===== src/rtl/ram_sp_clr.sv =====
// Single-port synchronous RAM with a registered input stage, registered read data
// and a hardware clear engine. Optional RAM_WRITE_THROUGH_EN: writes also drive dataOut.
module ram_sp_clr #(
  parameter int                    DATA_WIDTH  = 3,
  parameter int                    ADDR_WIDTH  = 5,
  parameter logic [DATA_WIDTH-1:0] CLEAR_VALUE = '0
) (
  input  logic                  clk,
  input  logic                  Reset,
  input  logic [ADDR_WIDTH-1:0] address,
  input  logic [DATA_WIDTH-1:0] dataIn,
  input  logic                  write,
  input  logic                  read,
  input  logic                  clear,
  output logic [DATA_WIDTH-1:0] dataOut,
  output logic                  dataOutValid,
  output logic                  busy
);

  localparam int DEPTH = 2 ** ADDR_WIDTH;

  localparam logic [0:0] ST_CLEAR = 1'b0;
  localparam logic [0:0] ST_IDLE  = 1'b1;

  logic [DATA_WIDTH-1:0] mem [DEPTH];

  logic [0:0]            state_q, state_d;
  logic [ADDR_WIDTH-1:0] cnt_q, cnt_d;
  logic [ADDR_WIDTH-1:0] addr_q, addr_d;
  logic [DATA_WIDTH-1:0] din_q, din_d;
  logic                  wr_q, wr_d;
  logic                  rd_q, rd_d;
  logic                  clr_q, clr_d;
  logic [DATA_WIDTH-1:0] dout_q, dout_d;
  logic                  dout_valid_q, dout_valid_d;

  logic                  mem_we;
  logic [ADDR_WIDTH-1:0] mem_waddr;
  logic [DATA_WIDTH-1:0] mem_wdata;

  assign busy = (state_q == ST_CLEAR) | clr_q;

  // NOTE: every signal gets a default at the top of the block so no path can infer a latch.
  always_comb begin
    state_d      = state_q;
    cnt_d        = cnt_q;
    addr_d       = address;
    din_d        = dataIn;
    wr_d         = write & ~busy;
    rd_d         = read  & ~busy;
    clr_d        = clear & ~busy;
    dout_d       = dout_q;
    dout_valid_d = 1'b0;
    mem_we       = 1'b0;
    mem_waddr    = addr_q;
    mem_wdata    = din_q;

    case (state_q)
      ST_CLEAR: begin
        mem_we    = 1'b1;
        mem_waddr = cnt_q;
        mem_wdata = CLEAR_VALUE;
        if (cnt_q == ADDR_WIDTH'(DEPTH - 1)) begin
          cnt_d   = '0;
          state_d = ST_IDLE;
        end else begin
          cnt_d = cnt_q + ADDR_WIDTH'(1);
        end
      end
      default: begin
        // A sampled clear discards any write/read captured alongside it.
        if (clr_q) begin
          state_d = ST_CLEAR;
          cnt_d   = '0;
        end else if (wr_q) begin
          mem_we = 1'b1;
`ifdef RAM_WRITE_THROUGH_EN
          dout_d       = din_q;
          dout_valid_d = 1'b1;
`endif
        end else if (rd_q) begin
          dout_d       = mem[addr_q];
          dout_valid_d = 1'b1;
        end
      end
    endcase

    // Reset restarts the clear engine but leaves the array alone while asserted.
    if (Reset) begin
      state_d      = ST_CLEAR;
      cnt_d        = '0;
      wr_d         = 1'b0;
      rd_d         = 1'b0;
      clr_d        = 1'b0;
      dout_d       = '0;
      dout_valid_d = 1'b0;
      mem_we       = 1'b0;
    end
  end

  // NOTE: state registers use non-blocking assignments so all flops update together at the edge.
  always_ff @(posedge clk) begin
    state_q      <= state_d;
    cnt_q        <= cnt_d;
    addr_q       <= addr_d;
    din_q        <= din_d;
    wr_q         <= wr_d;
    rd_q         <= rd_d;
    clr_q        <= clr_d;
    dout_q       <= dout_d;
    dout_valid_q <= dout_valid_d;
  end

  // NOTE: the array has no reset; the clear engine is what initialises its contents.
  always_ff @(posedge clk) begin
    if (mem_we) mem[mem_waddr] <= mem_wdata;
  end

  assign dataOut      = dout_q;
  assign dataOutValid = dout_valid_q;

endmodule


===== config.mk =====
export PLATFORM = sky130hd
export DESIGN_NAME = ram_sp_clr
export DESIGN_NICKNAME = d
export VERILOG_FILES = /design/src/rtl/ram_sp_clr.sv
export SDC_FILE = /design/constraint.sdc
export NUM_CORES = 1
export LEC_CHECK = 0
export CORE_MARGIN = 4
export CORE_UTILIZATION = 23
export DETAILED_ROUTE_END_ITERATION = 16
export GPL_TIMING_DRIVEN = 0
export PLACE_DENSITY_LB_ADDON = 0.3
export SLEW_MARGIN = 20
export SYNTH_ARGS = -nofsm -noshare
export SYNTH_HDL_FRONTEND = slang
export SYNTH_SLANG_ARGS = --single-unit

===== constraint.sdc =====
create_clock -name clk -period 3.8 [get_ports clk]
set_input_delay 0.76 -clock clk [delete_from_list [all_inputs] [get_ports clk]]
set_output_delay 0.76 -clock clk [all_outputs]
set_load 0.01 [all_outputs]

* Yosys cells after proc, flatten, opt, wreduce, memory -nomap -nowiden
Memory sizes are Yosys's and may differ from the RTL's. A register that Yosys moved wholly into a read port is not among the register bits.
Cells that the tools add are included.
** Cells by class
- Add/subtract/negate cells :: 1
- Equal/unequal tests :: 2
- Mux-type cells :: 15
- Bitwise logic cells :: 8
- Reduce and logical (&&, ||, !) cells :: 2
** Operators with widths (count)
- $mux W5 :: 4
- $mux W1 :: 10
- $add A5 B1 Y5 const B :: 1
- $eq A5 B5 Y1 const B :: 1
- $not A1 Y1 :: 4
- $reduce_and A4 Y1 :: 1
- $reduce_or A4 Y1 :: 1
- $and A1 B1 Y1 :: 3
- $mux W3 :: 1
- $ne A2 B1 Y1 const B :: 1
- $or A1 B1 Y1 :: 1
** Storage, ports and cells
- Bits in registers :: 18
- Bits in writable memories :: 96
- Bits of input ports :: 13
- Output and inout bits :: 5
- Word-level logic and storage cells :: 37
- Memories :: 1
** Memory list
- mem :: words 32, width 3, rd ports 1, clocked after memory_dff 1, wr ports 1, line 25 : logic [DATA_WIDTH-1:0] mem [DEPTH];

* Logic depth before layout (Yosys ltp)
Gate-level depths: netlist (run 1).
- Word-level depth :: 6
- Depth in mapped cells :: 7
- Depth with buffers taken out :: 6

* Worst setup path after synthesis (run 1)
No wires, ideal clock.
- Kind :: reg-to-reg
- Start :: reg state_q
- End :: mem mem[16][0] (enable)
- Setup time :: 0.319 ns
- Arrival :: 1.560 ns
- Data required time :: 3.481 ns
- Setup slack :: 1.921 ns
- Cell stages (with the launch flop) :: 6
- Buffers on the path :: 2
- Clock period less this slack :: 1.879 ns
- Cells stage by stage :: dfxtp_1 > clkbuf_1 > buf_1 > mux2i_1 > nand2_1 > nor2_1
** On the way
- Cells in the longest elaborated chain, start to end :: 4
- Elaborated cells between the ends (all ways) :: 5
- Those cells by class :: mux (5)
** RTL lines
- from (decl) :: line 27 : logic [0:0] state_q, state_d;
- from (signal assigned) :: line 103 : state_q <= state_d;
- $mux W1 :: line 58 : case (state_q)
- $mux W1 :: line 89 : if (Reset) begin
- $mux W1 :: line 116 : if (mem_we) mem[mem_waddr] <= mem_wdata;
- $mux W1 (not written as such) :: line 116
- to (decl) :: line 25
Several ways; a longest one is shown, not always the timed one.

* Worst setup path in the final report (run 1)
- Start :: reg state_q
- End :: out busy
** On the way
- Cells in the longest elaborated chain, start to end :: 2
** RTL lines
- $not A1 Y1
- $or A1 B1 Y1 :: line 41 : assign busy = (state_q == ST_CLEAR) | clr_q;
- to (decl) :: line 17 : output logic busy
No other way between the ends.

==> impl_metrics.yaml, run 1 <==
run_status:
  status: "complete, no violations"
clock_network:
  cts.sinks: 117
  cts_resized: 0
  numCtsBuffers: 17
  h-tree-depth: 4
  post-cts-setup-buffer-count: 0
  cts.clk_slew.worst_paths_ns: 0.05
  postCtsHoldBufs: 0
  cts_tree: "done"
  ctsRootBufferMaster: "clkbuf_16"
  clock_path_buffers: 2
  clock_latency_ns: 0.41
global_routing:
  antenna_found_initial: 0
  grt_first_pass_wirelength_microns: 16100
  grt_max_degree: 33
  grt_util_all_layers_pct: 9.30
  gr-total-overflow: 0
  grt_pass1_vias: 2801
timing:
  rsz0062_at_grt: "no"
  worst_slack_ns: 1.04
  period_share_pct: 72.8
  period_needed_ns: 2.76
  maxSlewViolCount: 0
  fin_skew_ns: 0.0174
  max_freq_ghz: 0.362
  worst_slew_pin_slew_ns: 0.626
  max_slew_margin_pct: 58.3
  setup_viol: 0
  setup-tns-final_ns: 0
  hold_viol: 0
floorplanning:
  die-height_microns: 152
  io_pins: 18
  die_x_microns: 152
  num_rows: 52
  core_sq_um: 20300
  start_util_pct: 23.4
  dieArea_sq_um: 23100
placed_design:
  dp_cells: 620
  pre_cts_ws_ns: 1.36
  gp_congestion: 0.719
  port_buffers: 17
  post-dp-hpwl_microns: 6930
synth:
  yosys_warnings: 0
  synth_edf_count: 96
  avgSynthCellArea_sq_um: 14.3
  ys_seq_area_share_pct: 69.4
  syn_inst: 332
  netlist_area_sq_um: 4760
  ys_ff_latch: 117
  syn_nets: 347
  ys_types: 32
  synth_ff_type: "edfxtp_1"
  async_reset_ff_share_pct: 0
route:
  drtIter0Drc: 224
  drt-total-wl_microns: 10300
  route.detailed.drc: 0
  firstDrtPassIters: 4
  wl_per_cell_microns: 15.9
  routed_via_density: 4.17
  drtAntennaViolNets: 0
  vias: 2720
setup_path:
  cp-start-kind: "flop"
  reg2reg_to: "mem[1][1]"
  path_buf_inv: 3
  slowest_delay_ns: 0.50
  rr_startpoint: "state_q"
  critPathLaunch: "state_q"
  worstSetupPathType: "flop to output port"
  worstSetupEndpointType: "output port"
  endpoint: "busy"
  reg2reg_depth: 5
  path_cells: "clkbuf_1, nor2b_1, inv_1, clkdlybuf4s50_1"
  rrSetupSlack_ns: 1.35
  path_max_fanout: 10
  cp.depth: 4
  critPathTopFamily: "buffers and inverters"
  required_ns: 3.04
  slowest_stage: "clkdlybuf4s50_1"
  worstPathArrival_ns: 2.00
pwr:
  leakagePower_nw: 2.04
  ir_drop_v: 0.000276
  total_power_w: 0.00290
  power.density_nw_per_um2: 499
worst_hold_path:
  hp-class: "flop to flop"
  min_from: "rd_q"
cells_and_area:
  syn2layout_area_growth_pct: 21.9
  fill_cells: 2078
  fin_nets: 384
  final_util_pct: 28.6
  drive_gt1_share_pct: 10.2
  antenna_cells: 0
  final_cell_count_no_fill: 652
job:
  maxCapViolCount: 0
==> per-stage QoR <==
| stage | area [sq um] | hold slack (ns) |
|---|---|---|
| after detailed placement | 5280 | 0.490 |
| after CTS | 5800 | 0.498 |
| final | 5800 | 0.487 |
| after global placement | 5270 | 0.486 |
| after floorplan | 4760 | 0.439 |
| after global routing | 5800 | 0.527 |
==> cell usage after synthesis (4+ instances only) <==
library cell	n	area, sq um
edfxtp_1	96	2880
mux2i_1	52	521
nor2_1	44	165
a22oi_1	24	180
dfxtp_1	21	420
a21oi_1	20	100
nand2_1	14	52.6
nand2b_1	8	50.1
and2_1	7	43.8
clkbuf_1	6	22.5
a211oi_1	4	30.0
nor3_1	4	20.0
==> layout by cell type (no fill, tap or decap), types with 2 or more instances in the layout <==
cell type	netlist	final
a211oi_1	4	4
a21oi_1	20	20
clkdlybuf4s50_1	0	17
clkbuf_16	0	17
and2_1	7	5
a22oi_1	24	24
nand2_1	14	14
edfxtp_1	96	96
and2_2	0	2
clkbuf_1	6	13
nand3b_1	3	3
nor2_1	44	44
mux2i_1	52	52
nor3_1	4	4
or4_1	3	3
clkbuf_8	0	3
buf_4	2	2
ha_1	2	2
buf_8	1	2
buf_6	3	3
o21ai_0	3	3
mux2_2	2	2
nor2b_1	2	2
dfxtp_1	21	21
nand2b_1	8	8
clkinv_2	0	5
==> layout make-up <==
type                       count  area, sq um  share of cell area, %
inverter                       1         3.75                 0.0647
multi-input combinational    200         1340                   23.2
tap                          270          338                   5.82
clock buffer                  27          493                   8.50
timing repair buffer          18          185                   3.19
sequential                   117         3300                   56.9
buffer                        14          110                   1.90
clock inverter                 5         25.0                  0.431
==> report_power, final <==
group          internal, W  switching (W)
Combinational    0.0000560      0.0000757
Clock             0.000876       0.000493
Sequential         0.00138      0.0000103
Total              0.00232       0.000579
==> routing by layer <==
metal  GRT usage (%)  part of all wire (%)
met1            12.2                    46
met3            2.45                   5.7
met2            14.4                    48
met4            4.37                  0.77
met5               0                     0
==> sequential cells by signal (all words and copies together) (netlist names) <==
signal        cells
din_q             3
wr_q              1
rd_q              1
clr_q             1
dataOutValid      1
state_q           1
dataOut           3
mem              96
addr_q            5
cnt_q             5
==> tightest hold or removal path: stages (launching register included) <==
cell and delay, ns:
dfxtp_1 0.29, nand2b_1 0.09, nor3_1 0.05
==> worst min-delay path by stage <==
stage	end	slack, ns	cells past startpoint
5_1_grt	dataOutValid	0.53	2
3_5_place_dp	dataOutValid	0.49	2
2_1_floorplan	dataOutValid	0.44	2
6_report	dataOutValid	0.49	2
4_1_cts	dataOutValid	0.50	2
3_3_place_gp	dataOutValid	0.49	2
==> cell families after synthesis <==
logic type,Yosys count,share of synthesized area (%)
adder cells (fa/ha/maj),2,0.526
flip-flops,117,69.4
AND/OR/NAND/NOR,92,9.23
buffers and inverters,15,2.39
AO/OA/AOI/OAI,52,7.02
multiplexers,54,11.4
Note: power is estimated with default switching activity, not from simulation.
==> run 2, diff against run 1 <==
==> constraint.sdc (replaced) <==
create_clock -name clk -period 2.7 [get_ports clk]
set_input_delay 0.54 -clock clk [delete_from_list [all_inputs] [get_ports clk]]
set_output_delay 0.54 -clock clk [all_outputs]
set_load 0.01 [all_outputs]
==> run 2 against run 1 <==
Against the previous run: via count grew 1.8%; global-route usage unchanged; clock power grew 41%; design area about the same; clock-buffer cell count is the same; cell count shrank 0.15%; total power rose by 41%; critical endpoint unchanged; largest cell class unchanged; largest power group unchanged.
==> impl_metrics.yaml, run 2 (synthesis results as in run 1) <==
setup_path:
  required_ns: 2.16
  critPathTopFamily: "buffers and inverters"
  worstSetupPathType: "flop to output port"
  path_max_fanout: 10
  slowest_delay_ns: 0.52
  worstPathArrival_ns: 1.86
  path_buf_inv: 2
  worstSetupEndpointType: "output port"
  path_cells: "nor2b_1, inv_1, clkdlybuf4s50_1"
  slowest_stage: "dfxtp_1"
  cp-start-kind: "flop"
cells_and_area:
  fill_cells: 2078
  top_register: "mem"
  layout_commonest_cell: "edfxtp_1"
  final_cell_mix: "96 x edfxtp_1, 52 x mux2i_1, 44 x nor2_1"
  antenna_cells: 0
  largestRegisters: "mem (96), addr_q (5), cnt_q (5)"
  drive_gt1_share_pct: 10.2
  syn2layout_area_growth_pct: 21.9
  fin_nets: 383
  largest_register_ffs: 96
  final_cell_count_no_fill: 651
route:
  vias: 2768
  route.detailed.drc: 0
  wl_per_cell_microns: 15.9
  drt-total-wl_microns: 10300
  routed_via_density: 4.25
  drtAntennaViolNets: 0
  firstDrtPassIters: 5
  drtIter0Drc: 240
floorplanning:
  num_rows: 52
  start_util_pct: 23.4
  dieArea_sq_um: 23100
  die-height_microns: 152
  die_x_microns: 152
  core_sq_um: 20300
  io_pins: 18
clock_network:
  clock_latency_ns: 0.41
  cts.sinks: 117
  cts.clk_slew.worst_paths_ns: 0.05
  clock_path_buffers: 2
  numCtsBuffers: 17
  postCtsHoldBufs: 0
  h-tree-depth: 4
  cts_resized: 0
  cts_tree: "done"
  ctsRootBufferMaster: "clkbuf_16"
timing:
  rsz0062_at_grt: "no"
  maxSlewViolCount: 0
  max_slew_margin_pct: 58.4
  period_needed_ns: 2.40
  setup_viol: 0
  fin_skew_ns: 0.00794
  setup-tns-final_ns: 0
  worst_slew_pin_slew_ns: 0.624
  hold_viol: 0
  period_share_pct: 89.1
  max_freq_ghz: 0.416
placed_design:
  port_buffers: 17
  post-dp-hpwl_microns: 6930
  gp_congestion: 0.719
  dp_cells: 620
global_routing:
  grt_first_pass_wirelength_microns: 16100
  grt_max_degree: 33
  grt_util_all_layers_pct: 9.30
  antenna_found_initial: 0
  gr-total-overflow: 0
  grt_pass1_vias: 2801
job:
  maxCapViolCount: 0
pwr:
  total_power_w: 0.00408
  leakagePower_nw: 2.04
  ir_drop_v: 0.000394
  power.clock.fraction_pct: 47.3
  power.net_switching_w: 0.000821
  pwr-share-seq_pct: 48.1
  power.density_nw_per_um2: 704
  sw_frac_of_total_pct: 20.1
  combPwrFrac_pct: 4.5
  internal_power_w: 0.00326
worst_hold_path:
  hp-class: "flop to flop"
run_status:
  status: "complete, no violations"
## run 2: cell types whose count changed in the layout (fill, tap and decap cells not counted)
cell,change
clkbuf_1,-1
## run 2: power by group through the flow
stage                     Clock, W  Combinational (W)  Sequential (W)
after floorplan                  0           0.000119         0.00199
after global placement           0           0.000187         0.00200
after detailed placement         0           0.000187         0.00200
after CTS                  0.00197           0.000188         0.00196
after global routing       0.00207           0.000202         0.00196
final                      0.00193           0.000186         0.00196
## run 2: layer usage
layer | track usage, % | up-vias | wire length (microns)
li1 | - | 1331 | -
met1 | 12.2 | 1343 | 4740
met2 | 14.4 | 80 | 4820
met3 | 2.45 | 14 | 578
met4 | 4.37 | 0 | 193
met5 | 0 | - | 0
## run 2: metrics by stage
stage                     hold WS, ns  util (%)  setup slack, ns  cell area [sq um]
after floorplan                 0.439         -            0.821               4760
final                           0.487      28.6            0.295               5800
after CTS                       0.498      28.6            0.118               5800
after global routing            0.527      28.6            0.147               5800
after detailed placement        0.490      26.0            0.256               5280
after global placement          0.486      25.9            0.275               5270
## run 2: final cells by class
| type | count | area [sq um] | area share, % |
|---|---|---|---|
| Tap cell | 270 | 338 | 5.83 |
| Timing Repair Buffer | 18 | 185 | 3.19 |
| Multi-Input combinational cell | 200 | 1340 | 23.2 |
| Clock inverter | 5 | 25.0 | 0.432 |
| Buffer | 13 | 106 | 1.83 |
| Clock buffer | 27 | 493 | 8.50 |
| Sequential cell | 117 | 3300 | 57.0 |
| Inverter | 1 | 3.75 | 0.0647 |
## run 2: worst paths after layout
check                           slack [ns]           end     from  cells after the start
worst max-delay path                  0.30          busy  state_q                      3
worst min-delay path                  0.49  dataOutValid     rd_q                      2
worst max register to register        0.35     mem[1][1]  state_q                      4
worst min register to register        0.49  dataOutValid     rd_q                      2
## run 2: timing repair
action                     CTS  global route
buffers inserted             0             0
setup endpoints to repair    0             1
hold endpoints to repair     0             0
## run 2: worst reg2reg max path, cell delays in order, from the launching register on
cell and delay, ns:
dfxtp_1 0.52, buf_1 0.47, mux2i_1 0.53, nand2_1 0.22, nor2_1 0.28
==> run 3, diff against run 2 <==
--- a/config.mk
+++ b/config.mk
@@ -8,7 +8,7 @@
 export CORE_MARGIN = 4
 export CORE_UTILIZATION = 23
 export DETAILED_ROUTE_END_ITERATION = 16
-export GPL_TIMING_DRIVEN = 0
+export GPL_TIMING_DRIVEN = 1
 export PLACE_DENSITY_LB_ADDON = 0.3
 export SLEW_MARGIN = 20
 export SYNTH_ARGS = -nofsm -noshare
==> run 3 against run 2 <==
Against the previous run: cell count down 1.2%; sequential share of layout area down 0.74 points; register-to-register slack better by 0.16 ns; worst setup slack worse by 0.089 ns; wire length down 0.79%; clock skew down 0.00073 ns; flip-flop and latch count unchanged; non-clock buffer count down 8; die area unchanged; largest cell class unchanged; first-iteration DRC count down 32%; global-route usage about the same.
==> impl_metrics.yaml, run 3 (synthesis results as in run 1) <==
setup_path:
  reg2reg_depth: 6
  slowest_stage: "dfxtp_1"
  path_cells: "nor2b_1, inv_1, clkdlybuf4s50_1"
  worstSetupEndpointType: "output port"
  worstPathArrival_ns: 1.95
  reg2reg_to: "dataOut[0]"
  critPathTopFamily: "buffers and inverters"
  required_ns: 2.16
  cp-start-kind: "flop"
  path_max_fanout: 11
  rr_startpoint: "addr_q[0]"
  slowest_delay_ns: 0.55
  worstSetupPathType: "flop to output port"
  rrSetupSlack_ns: 0.51
  path_buf_inv: 2
timing:
  setup_viol: 0
  max_freq_ghz: 0.401
  period_share_pct: 92.4
  worst_slew_pin_slew_ns: 0.949
  hold_viol: 0
  maxSlewViolCount: 0
  worst_slack_ns: 0.207
  max_slew_margin_pct: 36.6
  period_needed_ns: 2.49
  rsz0062_at_grt: "no"
  setup-tns-final_ns: 0
  fin_skew_ns: 0.00722
clock_network:
  clock_path_buffers: 2
  postCtsHoldBufs: 0
  cts.sinks: 117
  h-tree-depth: 4
  cts_tree: "done"
  cts.clk_slew.worst_paths_ns: 0.05
  clock_latency_ns: 0.42
  ctsRootBufferMaster: "clkbuf_16"
  post-cts-setup-buffer-count: 0
  cts_resized: 0
  numCtsBuffers: 17
placed_design:
  post-dp-hpwl_microns: 6520
  pre_cts_ws_ns: 0.502
  gp_congestion: 0.738
  port_buffers: 17
  dp_cells: 611
route:
  route.detailed.drc: 0
  drt-total-wl_microns: 10300
  routed_via_density: 4.35
  vias: 2797
  drtIter0Drc: 164
  drtAntennaViolNets: 0
  firstDrtPassIters: 4
  wl_per_cell_microns: 15.9
cells_and_area:
  seqCellArea_sq_um: 3300
  final_cell_count_no_fill: 643
  largestRegisters: "mem (96), addr_q (5), cnt_q (5)"
  top_register: "mem"
  fill_cells: 2053
  largest_register_ffs: 96
  fin_nets: 375
  multi_input_area_sq_um: 1340
  antenna_cells: 0
  final_util_pct: 29.0
  final_cell_mix: "96 x edfxtp_1, 52 x mux2i_1, 44 x nor2_1"
  syn2layout_area_growth_pct: 23.5
  drive_gt1_share_pct: 10.7
  layout_commonest_cell: "edfxtp_1"
global_routing:
  gr-total-overflow: 0
  grt_max_degree: 51
  grt_first_pass_wirelength_microns: 16100
  antenna_found_initial: 0
  grt_util_all_layers_pct: 9.28
  grt_pass1_vias: 2840
run_status:
  status: "complete, no violations"
pwr:
  power.density_nw_per_um2: 788
  total_power_w: 0.00463
  leakagePower_nw: 2.07
  ir_drop_v: 0.000423
floorplanning:
  io_pins: 18
  core_sq_um: 20300
  die-height_microns: 152
  start_util_pct: 23.4
  num_rows: 52
  dieArea_sq_um: 23100
  die_x_microns: 152
job:
  maxCapViolCount: 0
worst_hold_path:
  hp-class: "flop to flop"
  worstHoldEndpoint: "dataOutValid"
  hold_depth: 2
  min_from: "rd_q"
run 3: layout make-up:
class                   instances  area share [%]
repair buffers                 23            3.87
flip-flops and latches        117            56.2
well taps                     270            5.75
multi-input cells             200            22.8
clock inverters                14            3.96
clock buffers                  18            7.30
inverters                       1          0.0639
run 3: where the power goes:
part | switching, W | internal [W] | total, W | leakage, nW
clock network | 0.000778 | 0.00172 | 0.00250 | 0.311
registers | 0.0000152 | 0.00195 | 0.00196 | 1.12
logic | 0.0000994 | 0.0000706 | 0.000170 | 0.632
run 3: worst max-delay path by stage:
stage                       to     from  cells after the start  slack, ns
floorplan           mem[16][0]  state_q                      5       0.82
global placement    mem[20][0]    Reset                      4       0.53
detailed placement  mem[28][1]    Reset                      4       0.50
CTS                       busy  state_q                      3       0.20
global route              busy  state_q                      3       0.07
finish                    busy  state_q                      3       0.21
run 3: tightest hold or removal path, delay by kind of cell, from the launching register on:
family           cells  cell delay [ns]
DFF                  1             0.30
and+or+nand+nor      2             0.14
run 3: per-layer routing:
metal	track usage (%)	wire (microns)	vias to the layer above	part of all wire (%)
li1	-	-	1316	-
met1	11.5	4600	1392	45
met2	14.7	4990	70	49
met3	3.19	484	19	4.7
met4	4.20	177	0	1.7
met5	0	0	-	0
run 3: stage by stage:
stage          hold slack (ns)  area (sq um)
2_1_floorplan            0.439          4760
3_3_place_gp             0.484          5220
3_5_place_dp             0.484          5220
4_1_cts                  0.495          5880
5_1_grt                  0.508          5880
6_report                 0.485          5880
